--- src/rtl/fetch_pkg.sv ---
// Shared types and constants for the instruction fetch controller.
// Latency: n/a (declarations only).
// Backpressure: n/a.
package fetch_pkg;

    typedef enum logic [1:0] {
        FETCH_IDLE,
        FETCH_RUN,
        FETCH_HALTED
    } fetch_state_e;

    // Instruction word that stops fetching when the halt-opcode feature is built in
    localparam logic [8:0] HALT_OPCODE = 9'h1FF;

endpackage

--- src/rtl/fetch_out_reg.sv ---
// Output register toward decode: holds one instruction and the PC it came from.
// Latency: load at edge T is visible after T; flush clears valid at the same edge.
// Backpressure: data/PC are held stable while out_vld && !out_rdy; flush wins over load.
module fetch_out_reg #(
    parameter int ADDR_WIDTH = 10,
    parameter int DATA_WIDTH = 9
) (
    input  logic                  clk,
    input  logic                  rst_n,
    input  logic                  flush,
    input  logic                  load,
    input  logic [DATA_WIDTH-1:0] in_dat,
    input  logic [ADDR_WIDTH-1:0] in_pc,
    input  logic                  out_rdy,
    output logic                  out_vld,
    output logic [DATA_WIDTH-1:0] out_dat,
    output logic [ADDR_WIDTH-1:0] out_pc
);

    // Valid flag plus payload; payload only changes on a load so a stall freezes it
    always_ff @(posedge clk or negedge rst_n) begin
        if (!rst_n) begin
            out_vld <= 1'b0;
            out_dat <= '0;
            out_pc  <= '0;
        end else if (flush) begin
            out_vld <= 1'b0;
        end else if (load) begin
            out_vld <= 1'b1;
            out_dat <= in_dat;
            out_pc  <= in_pc;
        end else if (out_rdy) begin
            // Drained by decode with nothing new behind it
            out_vld <= 1'b0;
        end
    end

endmodule

--- src/rtl/instr_fetch_ctrl.sv ---
// PC sequencer: walks the fetch address, redirects on branches, feeds decode.
// Latency: start at T -> first instruction valid after T+1; one per cycle; branch costs one bubble.
// Backpressure: instr_valid && !instr_ready freezes PC and the output register.
// Optional: FETCH_HALT_OPCODE_EN makes fetching HALT_OPCODE halt instead of delivering it.
module instr_fetch_ctrl
    import fetch_pkg::*;
#(
    parameter int                    ADDR_WIDTH = 10,
    parameter int                    DATA_WIDTH = 9,
    parameter logic [ADDR_WIDTH-1:0] START_ADDR = '0
) (
    input  logic                  clk,
    input  logic                  rst_n,
    input  logic                  start,
    input  logic                  stop,
    input  logic                  branch_valid,
    input  logic [ADDR_WIDTH-1:0] branch_target,
    output logic [ADDR_WIDTH-1:0] mem_addr,
    input  logic [DATA_WIDTH-1:0] mem_instr,
    output logic                  instr_valid,
    input  logic                  instr_ready,
    output logic [DATA_WIDTH-1:0] instr_data,
    output logic [ADDR_WIDTH-1:0] instr_pc,
    output logic                  busy,
    output logic                  done,
    output logic                  pc_wrap
);

    fetch_state_e          state, state_nxt;
    logic [ADDR_WIDTH-1:0] pc, pc_nxt;
    logic                  wrap_nxt;
    logic                  out_flush;
    logic                  out_load;
    logic                  fetch_ok;

    assign fetch_ok = !instr_valid || instr_ready;
    assign mem_addr = pc;
    assign busy     = (state == FETCH_RUN);
    assign done     = (state == FETCH_HALTED);

    // State, PC and sticky wrap flag registers
    always_ff @(posedge clk or negedge rst_n) begin
        if (!rst_n) begin
            state   <= FETCH_IDLE;
            pc      <= START_ADDR;
            pc_wrap <= 1'b0;
        end else begin
            state   <= state_nxt;
            pc      <= pc_nxt;
            pc_wrap <= wrap_nxt;
        end
    end

    // Next state and PC: stop beats branch beats fetch/stall while running
    always_comb begin
        state_nxt = state;
        pc_nxt    = pc;
        wrap_nxt  = pc_wrap;
        out_flush = 1'b0;
        out_load  = 1'b0;
        case (state)
            FETCH_IDLE, FETCH_HALTED: begin
                if (start) begin
                    state_nxt = FETCH_RUN;
                    pc_nxt    = START_ADDR;
                    wrap_nxt  = 1'b0;
                    out_flush = 1'b1;
                end
            end
            FETCH_RUN: begin
                if (stop) begin
                    state_nxt = FETCH_HALTED;
                    out_flush = 1'b1;
                end else if (branch_valid) begin
                    pc_nxt    = branch_target;
                    out_flush = 1'b1;
                end else if (fetch_ok) begin
`ifdef FETCH_HALT_OPCODE_EN
                    if (mem_instr == DATA_WIDTH'(HALT_OPCODE)) begin
                        // PC stays on the halt word; nothing is presented to decode
                        state_nxt = FETCH_HALTED;
                        out_flush = 1'b1;
                    end else begin
                        out_load = 1'b1;
                        pc_nxt   = pc + 1'b1;
                        if (&pc) wrap_nxt = 1'b1;
                    end
`else
                    out_load = 1'b1;
                    pc_nxt   = pc + 1'b1;
                    if (&pc) wrap_nxt = 1'b1;
`endif
                end
            end
            default: state_nxt = FETCH_IDLE;
        endcase
    end

    fetch_out_reg #(
        .ADDR_WIDTH (ADDR_WIDTH),
        .DATA_WIDTH (DATA_WIDTH)
    ) u_out_reg (
        .clk     (clk),
        .rst_n   (rst_n),
        .flush   (out_flush),
        .load    (out_load),
        .in_dat  (mem_instr),
        .in_pc   (pc),
        .out_rdy (instr_ready),
        .out_vld (instr_valid),
        .out_dat (instr_data),
        .out_pc  (instr_pc)
    );

endmodule

--- config.mk ---
export PLATFORM = sky130hd
export DESIGN_NAME = instr_fetch_ctrl
export DESIGN_NICKNAME = d
export VERILOG_FILES = /design/src/rtl/fetch_pkg.sv /design/src/rtl/fetch_out_reg.sv /design/src/rtl/instr_fetch_ctrl.sv
export SDC_FILE = /design/constraint.sdc
export NUM_CORES = 1
export LEC_CHECK = 0
export BUFFER_PORTS_ARGS = -buffer_cell sky130_fd_sc_hd__buf_2
export CAP_MARGIN = 15
export CORE_MARGIN = 1
export CORE_UTILIZATION = 50
export DETAILED_ROUTE_END_ITERATION = 10
export GPL_ROUTABILITY_DRIVEN = 0
export PLACE_DENSITY = 0.89
export SETUP_SLACK_MARGIN = 0.4
export SLEW_MARGIN = 20
export SYNTH_ARGS = -nofsm -noshare
export SYNTH_HDL_FRONTEND = slang
export SYNTH_SLANG_ARGS = --single-unit
--- constraint.sdc ---
create_clock -name clk -period 2.2 [get_ports clk]
set_input_delay 0.22 -clock clk [delete_from_list [all_inputs] [get_ports clk]]
set_output_delay 0.22 -clock clk [all_outputs]
set_load 0.05 [all_outputs]
==> metrics.yaml <==
rsz0062_at_grt: "yes"
drv_cap: 0
antenna_cells: 0
grtUsageTotal: 0.242
wl_per_cell_um: 15.9
report.final.slew_viol_count: 0
synth_seq_cells: 33
yosys.area.top_type_share: 0.478
setup_viol: 0
drtPass1Iterations: 4
dieWidth_um: 60.8
ant_nets: 0
critPathMaxFanout: 7
placed_area_um2: 2030
grt_pass1_wl_um: 6360
remaining_drc_errors: 0
clk_latency_ns: 0.34
fin_crit_ns: 1.78
start_util: 0.548
async_reset_ff_frac: 1.00
hold_class: "primary input to register"
grt_pass1_vias: 1367
syn_area_per_cell_um2: 12.1
path_delay_family: "buffers and inverters"
worstPathArrival_ns: 1.56
ctsHtreeMaxLevel: 2
nets: 232
p_per_area_nw_per_um2: 1420
portBuffers: 57
grt_overflow: 0
yosysSeqAreaShare: 0.478
syn-cell-area_um2: 1730
n_fill_cell: 254
p_leak_nw: 1.13
fin_util: 0.693
synth.area.top_cells: "dfrtp_1 48%, mux2_4 16%, nand3_1 2.6%"
synth_common_cells: "33 x dfrtp_1, 18 x mux2_4, 10 x nor2_1"
core_um2: 3150
pin_count: 58
fmax_mhz: 562
drive_gt1_frac: 0.483
path_class: "register to output port"
tns_ns: 0
yosysMostFrequentCell: "dfrtp_1"
crit_slowest_cell: "dfrtp_1"
clock-sinks: 33
design_area_um2: 2180
relSlewSlack: 0.510
grt_max_degree: 34
drt-total-wl_um: 4000
critPathLaunchType: "register"
synth_edf_count: 0
clk_path_buf_depth: 2
ys_warn_count: 0
ys.flop_type: "dfrtp_1"
crit_required_ns: 1.98
path_cells: "nand2b_1 -> buf_4 -> clkinvlp_4 -> buf_4"
vias: 1426
worst_pin_slew_ns: 0.734
antenna_found_initial: 0
skew_ns: 0.00761
die_h_um: 60.8
synth_top_area_cell: "dfrtp_1"
finalCritPeriodShare: 0.809
syn_inst: 143
drt_iter0_drc: 56
cts_root_buffer: "clkbuf_4"
tritoncts: "yes"
synthDistinctLibCells: 42
whs_ns: 0.110
cp_common_cell: "buf_4"
dieArea_um2: 3690
area_growth_pct: 26.4
cp-end-kind: "output port"
slowest_delay_ns: 0.45
clkTransAtPathRegs_ns: 0.10
total_power_w: 0.00311
cp.buffers_inverters: 3
finalHoldViolCount: 0
fp-row-count: 20
outcome: "finished, final reports clean"
syn-num-nets: 169
viasPerCell: 5.68
peakVddDrop_mv: 0.714
hpwlAfterDp_um: 2680
cts_buffers: 5
-- placed cells by master (no fill, tap or decap), types with 2 or more instances in the layout --
cell type and count:
buf_2 56, dfrtp_1 33, mux2_4 18, nand3_1 9, nor2_1 9, buf_4 8, nand2_1 7, clkbuf_4 5
and3_1 4, nand4_1 4, nand2b_1 3, mux2i_1 3, a21oi_1 3, o21ai_0 3, o31ai_1 3, nor2b_1 2
nand3_4 2, a41oi_1 2, nand4b_1 2, o22a_1 2, o211ai_1 2, o311ai_2 2
-- routing by layer --
layer	track usage	part of all wire
met5	0	0
met4	0.0747	0.0098
met3	0.0832	0.063
met2	0.394	0.48
met1	0.304	0.45
-- power breakdown --
part | total, W | internal (W) | switching [W]
Clock | 0.000477 | 0.000271 | 0.000206
Sequential | 0.00102 | 0.000822 | 0.000194
Combinational | 0.00161 | 0.000508 | 0.00110
-- flip-flops by register name (all words and copies together), names as in the netlist --
register           count
mem_addr              10
u_out_reg.out_pc      10
u_out_reg.out_dat      9
state                  2
pc_wrap                1
u_out_reg.out_vld      1
-- area by class of cell --
type	count	area [um2]	area share
clock inverter	1	30.0	0.0137
clock buffer	7	55.1	0.0252
multi-input combinational	99	857	0.392
timing repair buffer	65	350	0.160
inverter	2	11.3	0.00515
tap	44	55.1	0.0252
sequential	33	826	0.378
-- path summary, 6_finish.rpt --
path / startpoint / slack (ns) / endpoint / cells past startpoint
setup / recovery: state[1]$_DFFE_PN0P_ / 0.42 / busy / 4
setup reg to reg: state[1]$_DFFE_PN0P_ / 0.42 / u_out_reg.out_dat[7]$_DFFE_PN0P_ / 4
min in group asynchronous: rst_n / 0.47 / u_out_reg.out_pc[7]$_DFFE_PN0P_ / 2
hold / removal: mem_instr[8] / 0.11 / u_out_reg.out_dat[8]$_DFFE_PN0P_ / 2
hold reg to reg: u_out_reg.out_dat[0]$_DFFE_PN0P_ / 0.51 / u_out_reg.out_dat[0]$_DFFE_PN0P_ / 1
max in group asynchronous: rst_n / 1.27 / state[0]$_DFFE_PN0P_ / 2
-- metrics by stage --
| stage | std cells | setup WS (ns) |
|---|---|---|
| after floorplan | 143 | 0.478 |
| after global placement | 238 | 0.302 |
| after detailed placement | 238 | 0.194 |
| after CTS | 249 | 0.404 |
| after global routing | 251 | 0.364 |
| final | 251 | 0.421 |
-- timing repair --
item,4_1_cts,5_1_grt
hold endpoints to repair,33,0
setup buffers,1,2
resized for setup,4,3
cloned,1,0
endpoints found under the setup margin,22,25
pin swaps,1,1
hold buffers,1,0
-- kinds of logic (layout without fill, tap and decap cells) --
logic type | after synthesis | in the layout | share of synthesized area
adders and majority gates | 1 | 1 | 0.00724
AOI/OAI and AO/OA | 24 | 24 | 0.119
and+or+nand+nor | 51 | 52 | 0.172
buffers and inverters | 12 | 75 | 0.0442
muxes | 22 | 22 | 0.180
DFF | 33 | 33 | 0.478
-- worst register-to-register path: stages, from the launching register on --
cell and delay, ns:
dfrtp_1 0.45, nand2b_1 0.27, nor2_2 0.30, nand3_4 0.26
mux2_4 0.39
No activity file was read; power rests on OpenSTA's default activity.
